`src/rtl/ctrl_resolve_pkg.sv`:
```
// Shared definitions for the branch resolve unit: execution flag bit positions,
// recovery FSM states and the predictor-update entry layout.
package ctrl_resolve_pkg;

    localparam int FLAG_MISPRED = 0;
    localparam int FLAG_COND    = 2;
    localparam int FLAG_CTRL    = 5;

    localparam int PC_WIDTH = 32;

    typedef enum logic [1:0] {
        IDLE,
        REDIRECT,
        RECOVER
    } resolve_state_t;

    typedef struct packed {
        logic [PC_WIDTH-1:0] pc;
        logic [PC_WIDTH-1:0] target;
        logic                dir;
        logic                is_cond;
    } upd_entry_t;

endpackage

```
`src/rtl/resolve_fifo.sv`:
```
// Synchronous FIFO with wrap-bit pointers and a registered head, so the head
// entry reaches the output straight from a flop with no bypass from the push side.
module resolve_fifo #(
    parameter int DEPTH = 8,
    parameter int WIDTH = 66
) (
    input  logic                   clk,
    input  logic                   reset,
    input  logic                   push,
    input  logic [WIDTH-1:0]       push_data,
    input  logic                   pop,
    output logic [WIDTH-1:0]       head_data,
    output logic                   not_empty,
    output logic [$clog2(DEPTH):0] count
);

    localparam int AW = $clog2(DEPTH);

    logic [WIDTH-1:0] mem [DEPTH];
    logic [AW:0]      wr_ptr;
    logic [AW:0]      rd_ptr;
    logic [AW:0]      rd_ptr_next;
    logic [WIDTH-1:0] head_next;
    logic             empty;
    logic             full;
    logic             do_push;
    logic             do_pop;

    assign empty   = (wr_ptr == rd_ptr);
    assign full    = (wr_ptr[AW-1:0] == rd_ptr[AW-1:0]) && (wr_ptr[AW] != rd_ptr[AW]);
    assign do_push = push && !full;
    assign do_pop  = pop && !empty;

    assign count     = wr_ptr - rd_ptr;
    assign not_empty = !empty;

    assign rd_ptr_next = rd_ptr + {{AW{1'b0}}, do_pop};

    // A push lands in the head slot only when the FIFO is (or is becoming) empty.
    always_comb begin
        head_next = mem[rd_ptr_next[AW-1:0]];
        if (do_push && (wr_ptr[AW-1:0] == rd_ptr_next[AW-1:0])) begin
            head_next = push_data;
        end
    end

    always_ff @(posedge clk) begin
        if (do_push) begin
            mem[wr_ptr[AW-1:0]] <= push_data;
        end
    end

    always_ff @(posedge clk or posedge reset) begin
        if (reset) begin
            wr_ptr    <= '0;
            rd_ptr    <= '0;
            head_data <= '0;
        end else begin
            wr_ptr    <= wr_ptr + {{AW{1'b0}}, do_push};
            rd_ptr    <= rd_ptr_next;
            head_data <= head_next;
        end
    end

endmodule

```
`src/rtl/branch_resolve_unit.sv`:
```
// Consumes resolved control-transfer results, queues predictor updates in order
// and raises a one-cycle fetch redirect followed by a fixed recovery window.
module branch_resolve_unit
    import ctrl_resolve_pkg::*;
#(
    parameter int SIZE_PC         = 32,
    parameter int DEPTH           = 8,
    parameter int SIZE_CTI_ID     = 4,
    parameter int RECOVERY_CYCLES = 2
) (
    input  logic                   clk,
    input  logic                   reset,
    input  logic                   exeValid_i,
    input  logic [SIZE_PC-1:0]     exePC_i,
    input  logic [SIZE_PC-1:0]     exeNextPC_i,
    input  logic                   exeDirection_i,
    input  logic [7:0]             exeFlags_i,
    input  logic [SIZE_CTI_ID-1:0] exeCtiId_i,
    output logic                   exeReady_o,
    output logic                   updValid_o,
    input  logic                   updReady_i,
    output logic [SIZE_PC-1:0]     updPC_o,
    output logic [SIZE_PC-1:0]     updTarget_o,
    output logic                   updDir_o,
    output logic                   updIsCond_o,
    output logic                   redirectValid_o,
    output logic [SIZE_PC-1:0]     redirectPC_o,
    output logic [SIZE_CTI_ID-1:0] flushCtiId_o,
    output logic                   recoverBusy_o,
    output logic [$clog2(DEPTH):0] count_o
);

    localparam int CW = $clog2(DEPTH) + 1;
    localparam int RW = $clog2(RECOVERY_CYCLES + 1);

    typedef struct packed {
        logic [SIZE_PC-1:0] pc;
        logic [SIZE_PC-1:0] target;
        logic               dir;
        logic               is_cond;
    } entry_t;

    resolve_state_t state;
    resolve_state_t next_state;
    logic [RW-1:0]  rec_cnt;
    logic           accept;
    logic           mispredict;
    entry_t         push_entry;
    entry_t         head_entry;
    logic           unused_flags;

    assign unused_flags = ^{exeFlags_i[7:6], exeFlags_i[4:3], exeFlags_i[1]};

    assign exeReady_o = (state == IDLE) && (count_o < CW'(DEPTH));
    assign accept     = exeValid_i && exeReady_o && exeFlags_i[FLAG_CTRL];
    assign mispredict = accept && exeFlags_i[FLAG_MISPRED];

    // Mispredicted instructions still train the predictor with their corrected outcome.
    assign push_entry.pc      = exePC_i;
    assign push_entry.target  = exeNextPC_i;
    assign push_entry.dir     = exeDirection_i;
    assign push_entry.is_cond = exeFlags_i[FLAG_COND];

    resolve_fifo #(
        .DEPTH (DEPTH),
        .WIDTH ($bits(entry_t))
    ) u_fifo (
        .clk       (clk),
        .reset     (reset),
        .push      (accept),
        .push_data (push_entry),
        .pop       (updValid_o && updReady_i),
        .head_data (head_entry),
        .not_empty (updValid_o),
        .count     (count_o)
    );

    assign updPC_o     = head_entry.pc;
    assign updTarget_o = head_entry.target;
    assign updDir_o    = head_entry.dir;
    assign updIsCond_o = head_entry.is_cond;

    always_ff @(posedge clk or posedge reset) begin
        if (reset) begin
            state <= IDLE;
        end else begin
            state <= next_state;
        end
    end

    always_ff @(posedge clk or posedge reset) begin
        if (reset) begin
            rec_cnt <= '0;
        end else if (state == REDIRECT) begin
            rec_cnt <= RW'(RECOVERY_CYCLES);
        end else if (state == RECOVER) begin
            rec_cnt <= rec_cnt - RW'(1);
        end
    end

    // Redirect target and flush tag stay visible until the next mispredict.
    always_ff @(posedge clk or posedge reset) begin
        if (reset) begin
            redirectPC_o <= '0;
            flushCtiId_o <= '0;
        end else if (mispredict) begin
            redirectPC_o <= exeNextPC_i;
            flushCtiId_o <= exeCtiId_i;
        end
    end

    always_comb begin
        next_state      = state;
        redirectValid_o = 1'b0;
        recoverBusy_o   = 1'b0;
        case (state)
            IDLE: begin
                if (mispredict) begin
                    next_state = REDIRECT;
                end
            end
            REDIRECT: begin
                redirectValid_o = 1'b1;
                recoverBusy_o   = 1'b1;
                next_state      = RECOVER;
            end
            RECOVER: begin
                recoverBusy_o = 1'b1;
                if (rec_cnt == RW'(1)) begin
                    next_state = IDLE;
                end
            end
            default: begin
                next_state = IDLE;
            end
        endcase
    end

endmodule

```
`config.mk`:
```
export PLATFORM = sky130hd
export DESIGN_NAME = branch_resolve_unit
export DESIGN_NICKNAME = d
export VERILOG_FILES = /design/src/rtl/ctrl_resolve_pkg.sv /design/src/rtl/resolve_fifo.sv /design/src/rtl/branch_resolve_unit.sv
export SDC_FILE = /design/constraint.sdc
export NUM_CORES = 1
export LEC_CHECK = 0
export CAP_MARGIN = 10
export CORE_MARGIN = 3
export CORE_UTILIZATION = 38
export CTS_CLUSTER_DIAMETER = 200
export DETAILED_ROUTE_END_ITERATION = 8
export PLACE_DENSITY = 0.64
export SYNTH_ARGS = -nofsm -noshare
export SYNTH_HDL_FRONTEND = slang
export SYNTH_SLANG_ARGS = --single-unit
```
`constraint.sdc`:
```
create_clock -name clk -period 16.35 [get_ports clk]
set_input_delay 3.27 -clock clk [delete_from_list [all_inputs] [get_ports clk]]
set_output_delay 3.27 -clock clk [all_outputs]
set_load 0.02 [all_outputs]
```
==> summary.md, run 1 <==
• Synth Area in Compound Gates: 0.351%
• clock latency of the later-clocked register in the worst-skew pair: 0.59 ns
• I/O pins: 191
• Data required, critical path: 16.81 ns
• capture point of the critical path: u_fifo.head_data[5]
• PD cells: 199 nW/um^2
• Largest stage delay, worst path: 0.74 ns
• fraction of synthesized area in multiplexers: 20.5%
• reg2reg end: u_fifo.head_data[5]
• total non-filler cell area in the finished layout: 29700 um^2
• signed area change from the synthesized netlist to the final layout: 20.6%
• reg2reg setup slack: 11.49 ns
• worst ir drop on vdd: 115 uV
• starting density of the core: 38.8%
• number of buffers on the longest clock path: 3
• via count of the first global-routing pass: 12100
• Leakage: 10.1 nW
• net count after synthesis: 1160
• final worst path period need: 6.57 ns
• H-tree level count: 3
• number of buffers inserted for hold repair after clock tree synthesis: 0
• final estimated routing congestion in global placement: 0.710
• die height: 261 um
• first-pass iteration count of the detailed router: 5
• number of nets at the end of the flow: 1391
• average vias per placed instance: 5.09
• sort of element at the end of the critical path: flop
• clock transition time at the flip-flop clock pins of the worst setup and hold paths: 0.06 ns
• total setup violations reported at the end of the flow: 0
• f_max: 0.152 GHz
• overall die width: 261 um
• Floorplan Core Area: 63500 um^2
• DRC violation count after routing: 0
• wire length of the first global-routing pass: 76800 um
• cell area reported after detailed placement: 27500 um^2
• Buffers on Ports: 185
• worst path cell trace: clkdlybuf4s50_1, and2_1, ha_4, buf_4, buf_4, mux4_2, mux2_2, mux2_2
• count of warnings emitted by yosys: 0
• floorplan row count: 92
• number of enable flip-flop cells after synthesis: 528
• Slew Limit Fails: 0
• post-route antenna net violation count: 0
• CP max-delay cell: buf_4
• Max-slew headroom: 33.7%
• library cell used as clock root buffer: clkbuf_16
• largest fanout on the critical path: 38
• starting DRC count in detailed routing: 656
• adder-cell area share of the yosys netlist: 0.640%
• Setup Skew: 0.0222 ns
• Num CTS Buffers: 68
• Crit. Startpoint: updReady_i
• detailed placement HPWL: 26100 um
• worst slew pin tran: 0.994 ns
• Startpoint Class: input port
• number of resized instances in the post-cts repair step: 0
• Top delay family on crit path: buffers and inverters
• unrepaired setup endpoints after global routing: false
• Seq. cell area: 18700 um^2
• minimum setup slack after placement: 9.06 ns
• Routed WL per cell: 23.1 um
• endpoints failing hold: 0
• number of antenna violations at the first check in global routing: 0
• Post-synth ARST share: 17.8%
• cell count after synthesis: 1067
• Filler Cells Inserted: 5311
• sum of internal, switching and leakage power: 5.91 mW
• Worst path depth: 8
• arrival time worst endpoint: 7.03 ns
• prevailing post-synth register cell: edfxtp_1
• share of post-route cells with drive strength above 1: 32.5%
• sum of buffers and inverters on the critical path: 3
• number of cells traversed by the worst register-to-register path: 10
• TritonCTS clock tree: yes
• portion of the post-synthesis area used by sequential elements: 76.0%
• number of flip-flops and latches in the synthesized netlist: 642
• final wirelength: 50700 um
• main combinational cell family by area after synthesis: multiplexers
• TNS Setup: 0 ns
• path class of the lowest-slack min-delay path: reg2reg
• overflow left after global routing: 0
• Total Die Area: 67900 um^2
• worst flop-to-flop path startpoint: u_fifo.wr_ptr[2]
• final setup slack of the worst path: 9.78 ns
• maximum number of pins on one net before global-route repair: 73
• post-synthesis share of cell area spent on xor and xnor gates: 0.356%
• Antenna Cells: 0
• overall track demand over capacity in global routing: 15.2%
• final clock period utilization by the worst path: 40.2%
• average cell area after synthesis: 23.1 um^2
• TritonCTS Sinks: 642
• synthesized-area fraction occupied by and/or/nand/nor cells: 0.788%
• result of the run: completed
• max-capacitance violation count: 0
• number of vias in the routed layout: 11200
• multi-input combinational cell area: 5660 um^2
• worst setup path class: in2reg
• count of buffers added by post-CTS timing repair for setup: 0
• count of distinct cell types in the synthesized netlist: 39
• Post-Syn Area: 24600 um^2
-- power by group --
part           internal [mW]  switching, mW  leakage, nW
clock network          0.892          0.596         1.07
registers               2.01         0.0882         6.10
logic                   1.29           1.04         2.88
-- placed cells by master, fill, tap and decap left out, types with 3 or more instances in the layout --
master / synthesis / layout
clkinv_2: 0 / 8
mux2_4: 40 / 40
ha_1: 11 / 9
dfrtp_1: 114 / 114
mux2_2: 129 / 129
xor2_1: 5 / 4
clkbuf_1: 12 / 16
nand3_1: 3 / 3
nor3b_2: 0 / 3
a21oi_1: 3 / 3
inv_6: 0 / 4
xnor2_1: 5 / 5
clkdlybuf4s50_1: 0 / 185
buf_4: 4 / 25
edfxtp_1: 528 / 528
inv_1: 10 / 9
bufinv_16: 0 / 3
nor2_1: 5 / 4
clkbuf_16: 0 / 71
mux4_2: 132 / 132
clkbuf_8: 0 / 11
clkinv_1: 0 / 9
-- stage by stage --
| stage | std cells | hold WS [ns] | util, % |
|---|---|---|---|
| 2_1_floorplan | 1067 | 0.489 | - |
| 3_3_place_gp | 2074 | 0.472 | 43.3 |
| 3_5_place_dp | 2074 | 0.494 | 43.3 |
| 4_1_cts | 2196 | 0.507 | 46.7 |
| 5_1_grt | 2196 | 0.519 | 46.7 |
| 6_report | 2196 | 0.507 | 46.7 |
-- sequential cells by signal, summed over array words and instances, names as in the netlist --
name	count
flushCtiId_o	4
rec_cnt	2
redirectPC_o	32
state	2
u_fifo.head_data	66
u_fifo.mem	528
u_fifo.rd_ptr	4
u_fifo.wr_ptr	4
-- cell usage after synthesis, drive strengths merged, types with 2 or more instances --
library cell	instances	share of area, %
o21ai	2	0.041
ha	11	0.56
inv	10	0.15
xnor2	5	0.18
nor3	4	0.081
nand2	3	0.076
mux4	132	12
nor3b	3	0.091
a21oi	3	0.061
clkbuf	12	0.18
edfxtp	528	64
nor2b	3	0.076
dfrtp	114	12
o211ai	2	0.081
buf	37	1.1
xor2	5	0.18
nor2	5	0.076
nand3	3	0.061
mux2	170	8.4
and3	3	0.076
-- cells by family after synthesis --
kind of cell               count (synthesis)
AOI/OAI and AO/OA                         12
xor gates and xnor gates                  10
adders and majority gates                 12
buffers and inverters                     59
DFF                                      642
muxes                                    302
and+or+nand+nor                           30
-- area by class of cell --
type | instances | share of cell area (%)
clock inverter | 24 | 0.666
multi-input combinational | 366 | 19.1
clock buffer | 98 | 6.70
sequential | 642 | 63.0
timing repair buffer | 210 | 6.87
tap | 846 | 3.56
inverter | 10 | 0.143
-- routing by layer --
layer / vias up / track usage [%] / share of wire, %
li1: 4851 / - / -
met1: 6031 / 20.9 / 44
met2: 244 / 24.9 / 50
met3: 57 / 2.89 / 4.7
met4: 0 / 4.43 / 1.7
met5: - / 0 / 0
-- worst min-delay path by stage --
| stage | start | to | slack, ns | depth (start not counted) |
|---|---|---|---|---|
| 5_1_grt | redirectPC_o[14] | redirectPC_o[14] | 0.52 | 1 |
| 3_5_place_dp | redirectPC_o[20] | redirectPC_o[20] | 0.49 | 1 |
| 2_1_floorplan | state[0] | state[0] | 0.49 | 1 |
| 3_3_place_gp | redirectPC_o[7] | redirectPC_o[7] | 0.47 | 1 |
| 6_report | redirectPC_o[27] | redirectPC_o[27] | 0.51 | 1 |
| 4_1_cts | redirectPC_o[8] | redirectPC_o[8] | 0.51 | 1 |
No activity file was read; power rests on OpenSTA's default activity.
==> run 2, diff against run 1 <==
--- a/config.mk
+++ b/config.mk
@@ -10,7 +10,7 @@
 export CORE_UTILIZATION = 38
 export CTS_CLUSTER_DIAMETER = 200
 export DETAILED_ROUTE_END_ITERATION = 8
-export PLACE_DENSITY = 0.64
+export PLACE_DENSITY = 0.66
 export SYNTH_ARGS = -nofsm -noshare
 export SYNTH_HDL_FRONTEND = slang
 export SYNTH_SLANG_ARGS = --single-unit
==> constraint.sdc (replaced) <==
create_clock -name clk -period 5.85 [get_ports clk]
set_input_delay 1.17 -clock clk [delete_from_list [all_inputs] [get_ports clk]]
set_output_delay 1.17 -clock clk [all_outputs]
set_load 0.02 [all_outputs]
==> summary.md, run 2 (synthesis gave the netlist of run 1 again) <==
• worst path cell trace: ha_1, a21oi_1, a21oi_1, nor2_1, nor2b_1, clkdlybuf4s50_1, was clkdlybuf4s50_1, and2_1, ha_4, buf_4, buf_4, mux4_2, mux2_2, mux2_2
• Slew Limit Fails: 0, unchanged
• clock transition time at the flip-flop clock pins of the worst setup and hold paths: 0.05 ns, was 0.06 ns
• worst ir drop on vdd: 520 uV, was 115 uV
• final clock period utilization by the worst path: 73.3%
• floorplan row count: 92, unchanged
• Floorplan Core Area: 63500 um^2, unchanged
• CP max-delay cell: clkdlybuf4s50_1, was buf_4
• number of buffers inserted for hold repair after clock tree synthesis: 0, unchanged
• path class of the lowest-slack min-delay path: reg2reg, unchanged
• final estimated routing congestion in global placement: 0.725, was 0.710
• cell area reported after detailed placement: 27700 um^2, was 27500 um^2
• number of cells traversed by the worst register-to-register path: 9, was 10
• maximum number of pins on one net before global-route repair: 121, was 73
• final setup slack of the worst path: 1.56 ns, was 9.78 ns
• Num CTS Buffers: 69, was 68
• H-tree level count: 3, unchanged
• number of nets at the end of the flow: 1396, was 1391
• total setup violations reported at the end of the flow: 0, unchanged
• Leakage: 10.1 nW, about the same
• sum of buffers and inverters on the critical path: 1, was 3
• reg2reg setup slack: 1.79 ns, was 11.49 ns
• clock latency of the later-clocked register in the worst-skew pair: 0.59 ns, about the same
• number of vias in the routed layout: 11300, was 11200
• minimum setup slack after placement: 1.57 ns, was 9.06 ns
• PD cells: 558 nW/um^2, was 199 nW/um^2
• max FFs per register: 528, unchanged
• Worst path depth: 6, was 8
• Critical Path Most Common Cell: a21oi_1
• overall die width: 261 um, unchanged
• most common cell after layout, fill and taps aside: edfxtp_1, unchanged
• overall track demand over capacity in global routing: 15.3%, was 15.2%
• count of buffers added by post-CTS timing repair for setup: 0, unchanged
• signed area change from the synthesized netlist to the final layout: 21.2%, was 20.6%
• Antenna Cells: 0, unchanged
• number of resized instances in the post-cts repair step: 0, unchanged
• Buffers on Ports: 185, unchanged
• Data required, critical path: 4.68 ns, was 16.81 ns
• worst setup path class: reg2out, was in2reg
• fraction of power consumed by sequential logic: 35.2%, was 35.5%
• starting DRC count in detailed routing: 696, was 656
• switching power summed over all nets: 4.91 mW, was 1.72 mW
• worst flop-to-flop path startpoint: u_fifo.wr_ptr[2], unchanged
• final wirelength: 50900 um, was 50700 um
• number of buffers on the longest clock path: 3, unchanged
• I/O pins: 191, unchanged
• final worst path period need: 4.29 ns
• cell-internal power: 11.7 mW, was 4.19 mW
• die height: 261 um, unchanged
• overflow left after global routing: 0, unchanged
• total non-filler cell area in the finished layout: 29800 um^2, was 29700 um^2
• combinational cell fraction of total power: 40.0%, was 39.3%
• capture point of the critical path: exeReady_o, was u_fifo.head_data[5]
• Routed WL per cell: 23.1 um, about the same
• endpoints failing hold: 0, unchanged
• Startpoint Class: flop, was input port
• Total Die Area: 67900 um^2, unchanged
• first-pass iteration count of the detailed router: 4, was 5
• switching power as a share of total power: 29.5%, was 29.1%
• f_max: 0.233 GHz
• leading cell types in the layout, fill and taps excluded: edfxtp_1, clkdlybuf4s50_1, mux4_2, unchanged
• sort of element at the end of the critical path: output pin, was flop
• Setup Skew: 0.0204 ns, was 0.0222 ns
• Max-slew headroom: 34.9%, was 33.7%
• average vias per placed instance: 5.14, was 5.09
• clock network fraction of design power: 24.8%, was 25.2%
• Top delay family on crit path: buffers and inverters, unchanged
• max-capacitance violation count: 0, unchanged
• reg2reg end: u_fifo.head_data[64], was u_fifo.head_data[5]
• largest fanout on the critical path: 11, was 38
• Largest stage delay, worst path: 0.60 ns, was 0.74 ns
• TritonCTS Sinks: 642, unchanged
• number of antenna violations at the first check in global routing: 0, unchanged
• arrival time worst endpoint: 3.12 ns, was 7.03 ns
• library cell used as clock root buffer: clkbuf_16, unchanged
• worst slew pin tran: 0.976 ns, was 0.994 ns
• starting density of the core: 38.8%, unchanged
• post-route antenna net violation count: 0, unchanged
• share of post-route cells with drive strength above 1: 32.3%, was 32.5%
• detailed placement HPWL: 26600 um, was 26100 um
• TritonCTS clock tree: yes, unchanged
• wire length of the first global-routing pass: 77200 um, was 76800 um
• result of the run: completed, unchanged
• unrepaired setup endpoints after global routing: false, unchanged
• via count of the first global-routing pass: 12200, was 12100
• Crit. Startpoint: u_fifo.wr_ptr[2], was updReady_i
• DRC violation count after routing: 0, unchanged
-- run 2: cell types whose count changed in the layout (fill, tap and decap cells not counted), sizes merged --
cell      delta
inv          -2
bufinv       -1
clkbuf       -1
clkinvlp     +1
buf          +4
clkinv       +8
-- run 2: worst reg2reg max path: stages, from the launching register on --
cell and delay, ns:
dfrtp_1 0.58, ha_1 0.50, and3_1 0.25, nand2_1 0.09
and2_1 0.22, ha_4 0.82, buf_4 0.43, mux4_2 0.55
mux2_2 0.27, mux2_4 0.25
-- run 2: per-stage QoR --
stage	utilization [%]	setup TNS, ns	power (mW)	hold WS, ns	std cells
floorplan	-	-98.94	10.7	0.489	1067
CTS	46.9	0	17.0	0.499	2205
finish	46.9	0	16.7	0.495	2205
global placement	43.5	0	12.7	0.474	2078
detailed placement	43.5	0	12.8	0.487	2078
global route	46.9	0	17.5	0.516	2205
-- run 2: final cells by class --
class | instances | area [um^2]
Inverter | 10 | 42.5
Sequential cell | 642 | 18700
Fill cell | 5220 | 33700
Multi-Input combinational cell | 366 | 5680
Clock buffer | 97 | 1960
Clock inverter | 30 | 218
Timing Repair Buffer | 214 | 2170
Tap cell | 846 | 1060
-- run 2: worst min path at each step --
stage                     from               to  cells after the start
2_1_floorplan         state[0]         state[0]                      1
3_3_place_gp   redirectPC_o[7]  redirectPC_o[7]                      1
3_5_place_dp   redirectPC_o[7]  redirectPC_o[7]                      1
4_1_cts        redirectPC_o[7]  redirectPC_o[7]                      1
5_1_grt        redirectPC_o[7]  redirectPC_o[7]                      1
6_report       redirectPC_o[7]  redirectPC_o[7]                      1
-- run 2: power by group through the flow --
stage	sequential, mW	clock (mW)	combinational (mW)
final	5.87	4.14	6.65
after global routing	5.93	4.44	7.17
after CTS	5.88	4.26	6.82
after detailed placement	5.96	0	6.80
after global placement	5.94	0	6.72
after floorplan	6.36	0	4.32
-- run 2: per-layer routing --
| metal | vias up | share of wire [%] | global-route usage (%) |
|---|---|---|---|
| met2 | 255 | 49 | 24.9 |
| met3 | 58 | 4.6 | 2.85 |
| met1 | 6150 | 44 | 21.0 |
| met4 | 0 | 1.6 | 4.58 |
| met5 | - | 0 | 0 |
| li1 | 4861 | - | - |
